<file path="config.mk">
export PLATFORM = sky130hd
export DESIGN_NAME = sqrt_controller
export DESIGN_NICKNAME = d
export VERILOG_FILES = /design/src/rtl/sqrt_pkg.sv /design/src/rtl/sqrt_iter_counter.sv /design/src/rtl/sqrt_controller.sv
export SDC_FILE = /design/constraint.sdc
export NUM_CORES = 1
export LEC_CHECK = 0
export ABC_AREA = 1
export CAP_MARGIN = 20
export CORE_ASPECT_RATIO = 0.5
export CORE_MARGIN = 1
export CORE_UTILIZATION = 25
export CTS_CLUSTER_DIAMETER = 120
export DETAILED_ROUTE_END_ITERATION = 8
export GPL_ROUTABILITY_DRIVEN = 0
export SYNTH_ARGS = -nofsm -noshare
export SYNTH_HDL_FRONTEND = slang
export SYNTH_HIERARCHICAL = 1
export SYNTH_SLANG_ARGS = --single-unit
</file>
<file path="constraint.sdc">
create_clock -name clk -period 1.7 [get_ports clk]
set_clock_uncertainty 0.2 [all_clocks]
set_input_delay 0.255 -clock clk [delete_from_list [all_inputs] [get_ports clk]]
set_output_delay 0.255 -clock clk [all_outputs]
set_load 0.02 [all_outputs]
</file>
<file path="src/rtl/sqrt_pkg.sv">
// Shared types and sizing helpers for the square-root controller.
package sqrt_pkg;

  localparam int SIZE_DEF = 32;

  typedef enum logic [1:0] {
    IDLE = 2'd0,
    LOAD = 2'd1,
    ITER = 2'd2,
    DONE = 2'd3
  } state_t;

  function automatic int max_iter(input int size);
    return size / 4 + 1;
  endfunction

endpackage

</file>
<file path="src/rtl/sqrt_iter_counter.sv">
// Pass counter for the sqrt controller: load, increment, terminal compare.
module sqrt_iter_counter
  import sqrt_pkg::*;
#(
  parameter int MAX_ITER = 9
) (
  input  logic clk,
  input  logic rst,
  input  logic load,
  input  logic inc,
  output logic at_max
);

  localparam int W = $clog2(MAX_ITER + 1);

  logic [W-1:0] count;
  logic [W-1:0] nxt;

  assign nxt = load ? W'(1) : count + W'(1);

  // Flags the pass that brings the number of load cycles to MAX_ITER.
  assign at_max = (load | inc) && (nxt == W'(MAX_ITER));

  always_ff @(posedge clk) begin
    if (rst) begin
      count <= '0;
    end else if (load | inc) begin
      count <= nxt;
    end
  end

endmodule

</file>
<file path="src/rtl/sqrt_controller.sv">
// Sequencing FSM and result registers for an iterative integer square root.
module sqrt_controller
  import sqrt_pkg::*;
#(
  parameter int SIZE     = SIZE_DEF,
  parameter int MAX_ITER = max_iter(SIZE)
) (
  input  logic            clk,
  input  logic            rst,
  input  logic            start,
  input  logic [SIZE-1:0] num_in,
  output logic            ready,
  output logic            busy,
  output logic            done,
  output logic [SIZE-1:0] result_out,
  output logic            err,
  output logic [SIZE-1:0] dp_num0,
  output logic            dp_mux_select,
  output logic            dp_ld,
  input  logic            dp_finished,
  input  logic [SIZE-1:0] dp_res
);

  state_t          state;
  state_t          nxt;
  logic [SIZE-1:0] opnd;
  logic            zero_f;
  logic            wd_f;
  logic            ld;
  logic            cnt_load;
  logic            cnt_inc;
  logic            at_max;
  logic            accept;
  logic            wd_hit;

  sqrt_iter_counter #(
    .MAX_ITER(MAX_ITER)
  ) u_cnt (
    .clk   (clk),
    .rst   (rst),
    .load  (cnt_load),
    .inc   (cnt_inc),
    .at_max(at_max)
  );

  always_comb begin
    nxt           = state;
    ld            = 1'b0;
    dp_mux_select = 1'b0;
    cnt_load      = 1'b0;
    cnt_inc       = 1'b0;
    accept        = 1'b0;
    wd_hit        = 1'b0;
    unique case (state)
      IDLE: begin
        if (start) begin
          accept = 1'b1;
          nxt    = (num_in == '0) ? DONE : LOAD;
        end
      end
      LOAD, ITER: begin
        ld            = 1'b1;
        dp_mux_select = (state == LOAD);
        cnt_load      = (state == LOAD);
        cnt_inc       = (state == ITER);
        if (dp_finished) begin
          nxt = DONE;
        end else if (at_max) begin
          nxt    = DONE;
          wd_hit = 1'b1;
        end else begin
          nxt = ITER;
        end
      end
      DONE:    nxt = IDLE;
      default: nxt = IDLE;
    endcase
  end

  // Load enable is masked so the datapath never updates under reset.
  assign dp_ld   = ld & ~rst;
  assign ready   = (state == IDLE);
  assign busy    = (state != IDLE);
  assign dp_num0 = opnd;

  always_ff @(posedge clk) begin
    if (rst) begin
      state      <= IDLE;
      opnd       <= '0;
      zero_f     <= 1'b0;
      wd_f       <= 1'b0;
      result_out <= '0;
      err        <= 1'b0;
      done       <= 1'b0;
    end else begin
      state <= nxt;
      done  <= (state == DONE);
      if (accept) begin
        opnd   <= num_in;
        zero_f <= (num_in == '0);
        wd_f   <= 1'b0;
      end
      if (wd_hit) begin
        wd_f <= 1'b1;
      end
      if (state == DONE) begin
        result_out <= (zero_f | wd_f) ? '0 : dp_res;
        err        <= wd_f;
      end
    end
  end

endmodule
</file>
==> summary.txt, run 1 <==
Floorplan
  – Die Y: 77.7 um
  – Num rows: 27
  – Die area: 11900 sq um
  – Initial core utilization: 25.8%
  – I/O pin total: 138
  – Area of the core: 11100 sq um
  – Die Wd: 153 um

Layout
  – Multi-input gate area: between 1000 and 1500 sq um
  – Ant. Diodes: 0
  – Layout cells sized above 1: 12.2%
  – Fillers: 1157
  – Layout area overhead: 68.6%
  – Nets: about 590
  – Sequential cell area: 1480 sq um
  – Cell area after layout: 4830 sq um

Timing
  – Part of the cycle the worst path needs: approximately 99%
  – Relative slew slack: 76.7%
  – Final hold vios: 0
  – Worst slew pin tran: 0.349 ns
  – Setup ws final: 0.0249 ns
  – FMAX: 597 MHz
  – Final Critical Period: 1.68 ns
  – RSZ-0062 raised after global routing: true
  – Final hold slack: between 0.2 and 0.25 ns
  – # setup viols final: 0
  – Final slew viol count: 0

Clock tree
  – Worst-Skew Late Latency: 0.32 ns
  – Worst-case clock buffer depth: 2
  – Hold_buf cts: 0
  – CTS buffer count: 9
  – CTS root buf: clkbuf_16
  – Clk pin slew, worst setup/hold paths: 0.05 ns
  – Clock sink count: 74
  – CTS tree: built
  – H-Tree Depth: 3

Global route
  – Tot GR Track Use: 14.4%
  – Gr ovfl total: 0
  – Vias in the first global route: 2797
  – Initial antenna violation count: 0
  – Pin count of the biggest net entering global routing: 75
  – Global-route wire length before repair: 13800 um

Yosys
  – Synth top area share: 51.7%
  – Dominant synthesized flop cell: dfxtp_1
  – Avg Inst Size Synth: between 7 and 8 sq um
  – Yosys warning total: 6
  – Asr flop ratio synth: 0%
  – Synth cell count leaders: nand2_1, dfxtp_1, a21oi_1
  – Most frequent cell after synthesis: nand2_1
  – Mapped Area: 2860 sq um
  – Register bit total from synthesis: 74
  – Seq/Total Area, Yosys: 51.7%
  – Syn nets: roughly 440
  – Area leader, netlist: dfxtp_1
  – Post-synth EDFFs: 0
  – Post-Syn Instances: around 370
  – Yosys cell types: 22
  – Area contributors post-synth: dfxtp_1, nand2_1, a21oi_1, nor2_1, a211oi_1

Worst setup path
  – Most common cell on crit path: buf_6
  – Startpoint types: flip-flop
  – Critical path capture point type: primary output
  – Crit-path max cell delay: 0.33 ns
  – Slowest CP cell: dfxtp_2
  – Crit path DAT: 1.22 ns
  – Crit-path leading delay family: buffers and inverters
  – Crit Path Category: flip-flop to primary output
  – Worst-path cell chain: inv_2 > buf_6 > ha_4 > buf_6 > buf_6
  – Critical Path RT: about 1.2 ns
  – Buf+Inv Stages, Crit Path: 4
  – Maximum fanout along the worst path: 4

Job
  – Maxcap violations: 0

Place
  – Placed Area: ~4500 sq um
  – Dpl ws: -0.169 ns
  – PortBufs: 137
  – Dpl hpwl: 5890 um

Power and ir drop
  – Pwr dens: 1110 nW/um^2
  – Pleak: 2.13 nW
  – VDD IR max: 0.464 mV

Drt
  – 1st-iter DRT viols: slightly above 90
  – DRT Wirelength: 8330 um
  – DRC errors left: 0
  – Antenna viol nets, final: 0
  – Initial DRT Pass Iterations: 4
  – WL per Instance: 12.4 um
  – Total number of vias: between 2000 and 3000
  – Vias per cell: 4.20

Outcome
  – Status: finished clean

Worst hold path
  – Worst hold path class: input port to flip-flop
flip-flops by register name, indices dropped and copies added (netlist names):
signal	count
done	1
dp_num0	32
err	1
result_out	32
state	2
u_cnt/count	4
wd_f	1
zero_f	1
final cells by class:
class	count	share of cell area, %
sequential	74	30.7
timing repair buffer	160	31.5
tap	145	3.76
multi-input combinational	246	25.2
clock buffer	12	5.52
inverter	29	2.31
clock inverter	4	1.01
final timing paths:
| kind | startpoint | to | slack, ns | depth (start not counted) |
|---|---|---|---|---|
| max | state[1]$_SDFFE_PP0P_ | dp_mux_select | 0.02 | 5 |
| min | rst | state[0]$_SDFFE_PP0P_ | 0.25 | 3 |
| max reg2reg | state[1]$_SDFFE_PP0P_ | state[0]$_SDFFE_PP0P_ | 0.04 | 11 |
| min reg2reg | result_out[5]$_SDFFE_PP0N_ | result_out[5]$_SDFFE_PP0N_ | 0.26 | 2 |
stage by stage:
step	power [mW]	util, %	instances	TNS (ns)
2_1_floorplan	2.69	-	369	0
3_3_place_gp	3.40	40.6	653	-0.262
3_5_place_dp	3.41	40.6	653	-0.412
4_1_cts	5.33	43.1	669	0
5_1_grt	5.63	43.6	670	-0.146
6_report	5.34	43.6	670	0
layout by cell type, fill, tap and decap left out, types with 2 or more instances in the layout:
cell,n
buf_6,7
dlygate4sd2_1,65
a211oi_1,17
inv_1,23
clkbuf_16,9
a21oi_1,54
buf_12,3
nand4_1,4
clkbuf_8,3
buf_4,15
dfxtp_1,72
dfxtp_2,2
nor2_2,2
o21ai_1,2
ha_4,3
clkdlybuf4s50_1,66
clkinv_2,2
nand3_1,6
nor2_1,35
nand2_1,109
inv_2,5
per-layer routing:
metal / global-route usage [%] / up-vias / part of all wire (%)
met2: 26.4 / 45 / 51
met1: 17.0 / 1259 / 44
met4: 4.90 / 0 / 1.7
met3: 2.79 / 14 / 2.5
li1: - / 1496 / -
met5: 0 / - / 0
cell families (layout without fill, tap and decap cells):
logic type,after synthesis,count (layout),synth area share (%)
buf+inv,49,205,7.91
simple gates,165,165,23.4
fa+ha+maj,5,5,2.18
compound gates,76,76,14.8
flops,74,74,51.7
worst register-to-register path, stage by stage (launching register included):
cell and delay (ns):
dfxtp_2 0.33, inv_2 0.05, buf_6 0.11, ha_4 0.17, inv_2 0.06, buf_6 0.09, nand3_2 0.08, nor3_2 0.19
o21ai_1 0.09, o21ai_1 0.07, a21oi_1 0.07, nor2_1 0.08
power by group:
| group | internal (mW) | leakage (nW) | switching [mW] | total [mW] |
|---|---|---|---|---|
| combinational | 0.667 | 1.37 | 0.745 | 1.41 |
| sequential | 1.89 | 0.604 | 0.0742 | 1.96 |
| clock | 1.25 | 0.159 | 0.709 | 1.96 |
| total | 3.81 | 2.13 | 1.53 | 5.34 |
what timing repair did:
action / CTS / global route
setup endpoints to repair: 70 / 8
setup buffers: 0 / 1
endpoints found under the hold margin: 0 / 0
pin swaps: 4 / 9
gates resized for setup: 90 / 18
(Power assumes the default switching activity.)
==> run 2: changes to the inputs <==
--- a/config.mk
+++ b/config.mk
@@ -6,10 +6,12 @@
 export NUM_CORES = 1
 export LEC_CHECK = 0
 export ABC_AREA = 1
+export ABC_CLOCK_PERIOD_IN_PS = 1700
 export CAP_MARGIN = 20
 export CORE_ASPECT_RATIO = 0.5
 export CORE_MARGIN = 1
 export CORE_UTILIZATION = 25
+export CTS_BUF_LIST = sky130_fd_sc_hd__clkbuf_4
 export CTS_CLUSTER_DIAMETER = 120
 export DETAILED_ROUTE_END_ITERATION = 8
 export GPL_ROUTABILITY_DRIVEN = 0
==> summary.txt, run 2 (synthesis results as in run 1) <==
Floorplan
  – I/O pin total: 138
  – Die Y: 77.7 um
  – Num rows: 27
  – Die area: between 10000 and 15000 sq um
  – Area of the core: ~11000 sq um
  – Initial core utilization: 25.8%
  – Die Wd: 153 um

Power and ir drop
  – Clk pwr share: 23.9%
  – Pleak: 2.02 nW
  – Sw Pwr: about 1.4 mW
  – Net Sw Frac: 32.6%
  – Sequential power share: 44.7%
  – Internal Power: a little under 3 mW
  – Final Total Pwr: 4.39 mW
  – Pwr dens: ~950 nW/um^2
  – Combinational share of power: a little under a third
  – VDD IR max: 0.274 mV

Timing
  – Final hold slack: 0.147 ns
  – Fin Setup TNS: -0.0754 ns
  – Final slew viol count: 0
  – # setup viols final: 1
  – Worst slew pin tran: roughly 0.36 ns
  – Final Critical Period: 1.78 ns
  – FMAX: 563 MHz
  – Setup ws final: -0.0754 ns
  – Relative slew slack: between 70% and 80%
  – Part of the cycle the worst path needs: 104%
  – Final hold vios: 0
  – RSZ-0062 raised after global routing: true

Drt
  – Vias per cell: 4.17
  – Total number of vias: 2788
  – Initial DRT Pass Iterations: 4
  – WL per Instance: roughly 12 um
  – DRC errors left: 0
  – 1st-iter DRT viols: 93
  – DRT Wirelength: ~8300 um
  – Antenna viol nets, final: 0

Worst setup path
  – Maximum fanout along the worst path: 2
  – Crit Path Category: flip-flop to primary output
  – Critical Path RT: approximately 1.2 ns
  – Most common cell on crit path: inv_2
  – Slowest CP cell: dfxtp_2
  – Critical path capture point type: primary output
  – Startpoint types: flip-flop
  – Crit path DAT: 1.32 ns
  – Worst-path cell chain: inv_2 > ha_4 > inv_2 > nor2_4 > buf_6
  – Crit-path max cell delay: 0.35 ns

Global route
  – Gr ovfl total: 0
  – Global-route wire length before repair: 13600 um
  – Vias in the first global route: roughly 2800
  – Initial antenna violation count: 0
  – Pin count of the biggest net entering global routing: 75
  – Tot GR Track Use: 14.2%

Layout
  – Core Util, Final: about two fifths
  – Nets: 592
  – Ant. Diodes: 0
  – Most common cell after layout, fill and taps aside: nand2_1
  – Layout area overhead: 61.2%
  – Fillers: 1190
  – Cell area after layout: 4620 sq um
  – Layout cells sized above 1: 11.8%
  – Most frequent cells in the layout: nand2_1, dfxtp_1, clkdlybuf4s50_1, dlygate4sd2_1, a21oi_1

Clock tree
  – CTS tree: built
  – H-Tree Depth: 3
  – Clk pin slew, worst setup/hold paths: about 0.11 ns
  – Worst-case clock buffer depth: 2
  – CTS buffer count: 9
  – CTS root buf: clkbuf_4
  – Clock sink count: 74
  – Worst-Skew Late Latency: 0.42 ns

Worst hold path
  – Worst hold path class: input port to flip-flop

Job
  – Maxcap violations: 0

Place
  – Placed Area: approximately 4500 sq um
  – Dpl hpwl: 5890 um
  – PortBufs: 137

Outcome
  – Status: finished with violations
  – Violated checks: negative setup slack
-- run 2: changes by cell type in the layout (fill, tap and decap cells not counted), moves of 3 or more --
cell,previous run,this run
buf_6,7,4
clkbuf_4,0,9
buf_4,15,18
clkbuf_16,9,0
clkinv_1,0,3
clkbuf_8,3,0
-- run 2: final timing paths --
path | start | slack, ns | cells after the start | endpoint
hold / removal | rst | 0.15 | 3 | done$_SDFF_PP0_
setup reg to reg | state[1]$_SDFFE_PP0P_ | 0.03 | 11 | state[0]$_SDFFE_PP0P_
setup / recovery | state[1]$_SDFFE_PP0P_ | -0.08 | 5 | dp_ld
hold reg to reg | result_out[5]$_SDFFE_PP0N_ | 0.27 | 2 | result_out[5]$_SDFFE_PP0N_
-- run 2: stage by stage --
stage,instances,setup slack [ns]
2_1_floorplan,369,0.0226
3_3_place_gp,653,-0.161
3_5_place_dp,653,-0.169
4_1_cts,669,-0.175
5_1_grt,669,-0.144
6_report,669,-0.0754
-- run 2: power groups by stage --
stage | sequential (mW) | combinational, mW | clock [mW]
6_report | 1.96 | 1.38 | 1.05
4_1_cts | 1.96 | 1.34 | 1.11
3_5_place_dp | 2.00 | 1.41 | 0
2_1_floorplan | 2.17 | 0.522 | 0
5_1_grt | 1.98 | 1.51 | 1.18
3_3_place_gp | 2.00 | 1.40 | 0
-- run 2: final cells by class --
class | instances | area (sq um) | area share (%)
Clock buffer | 9 | 67.6 | 1.46
Clock inverter | 7 | 60.1 | 1.30
Inverter | 29 | 109 | 2.36
Multi-Input combinational cell | 246 | 1230 | 26.6
Sequential cell | 74 | 1480 | 32.1
Tap cell | 145 | 181 | 3.93
Timing Repair Buffer | 159 | 1490 | 32.2
-- run 2: timing repair --
action | in CTS | in global routing
buffers inserted | 0 | 0
gates resized for setup | 97 | 13
setup endpoints to repair | 72 | 7
hold buffers | 0 | 0
pin swaps | 6 | 5
-- run 2: critical path: cells and delay by family, from the launching register on --
family	cells	cell delay, ns
adder cells (fa/ha/maj)	1	0.26
buffers and inverters	3	0.21
flip-flops	1	0.35
AND/OR/NAND/NOR	1	0.09
-- run 2: metal layers --
metal | GRT usage [%] | vias to the layer above | wire [um]
li1 | - | 1491 | -
met1 | 17.1 | 1234 | 3790
met2 | 25.5 | 47 | 4080
met3 | 2.63 | 16 | 215
met4 | 5.50 | 0 | 180
met5 | 0 | - | 0
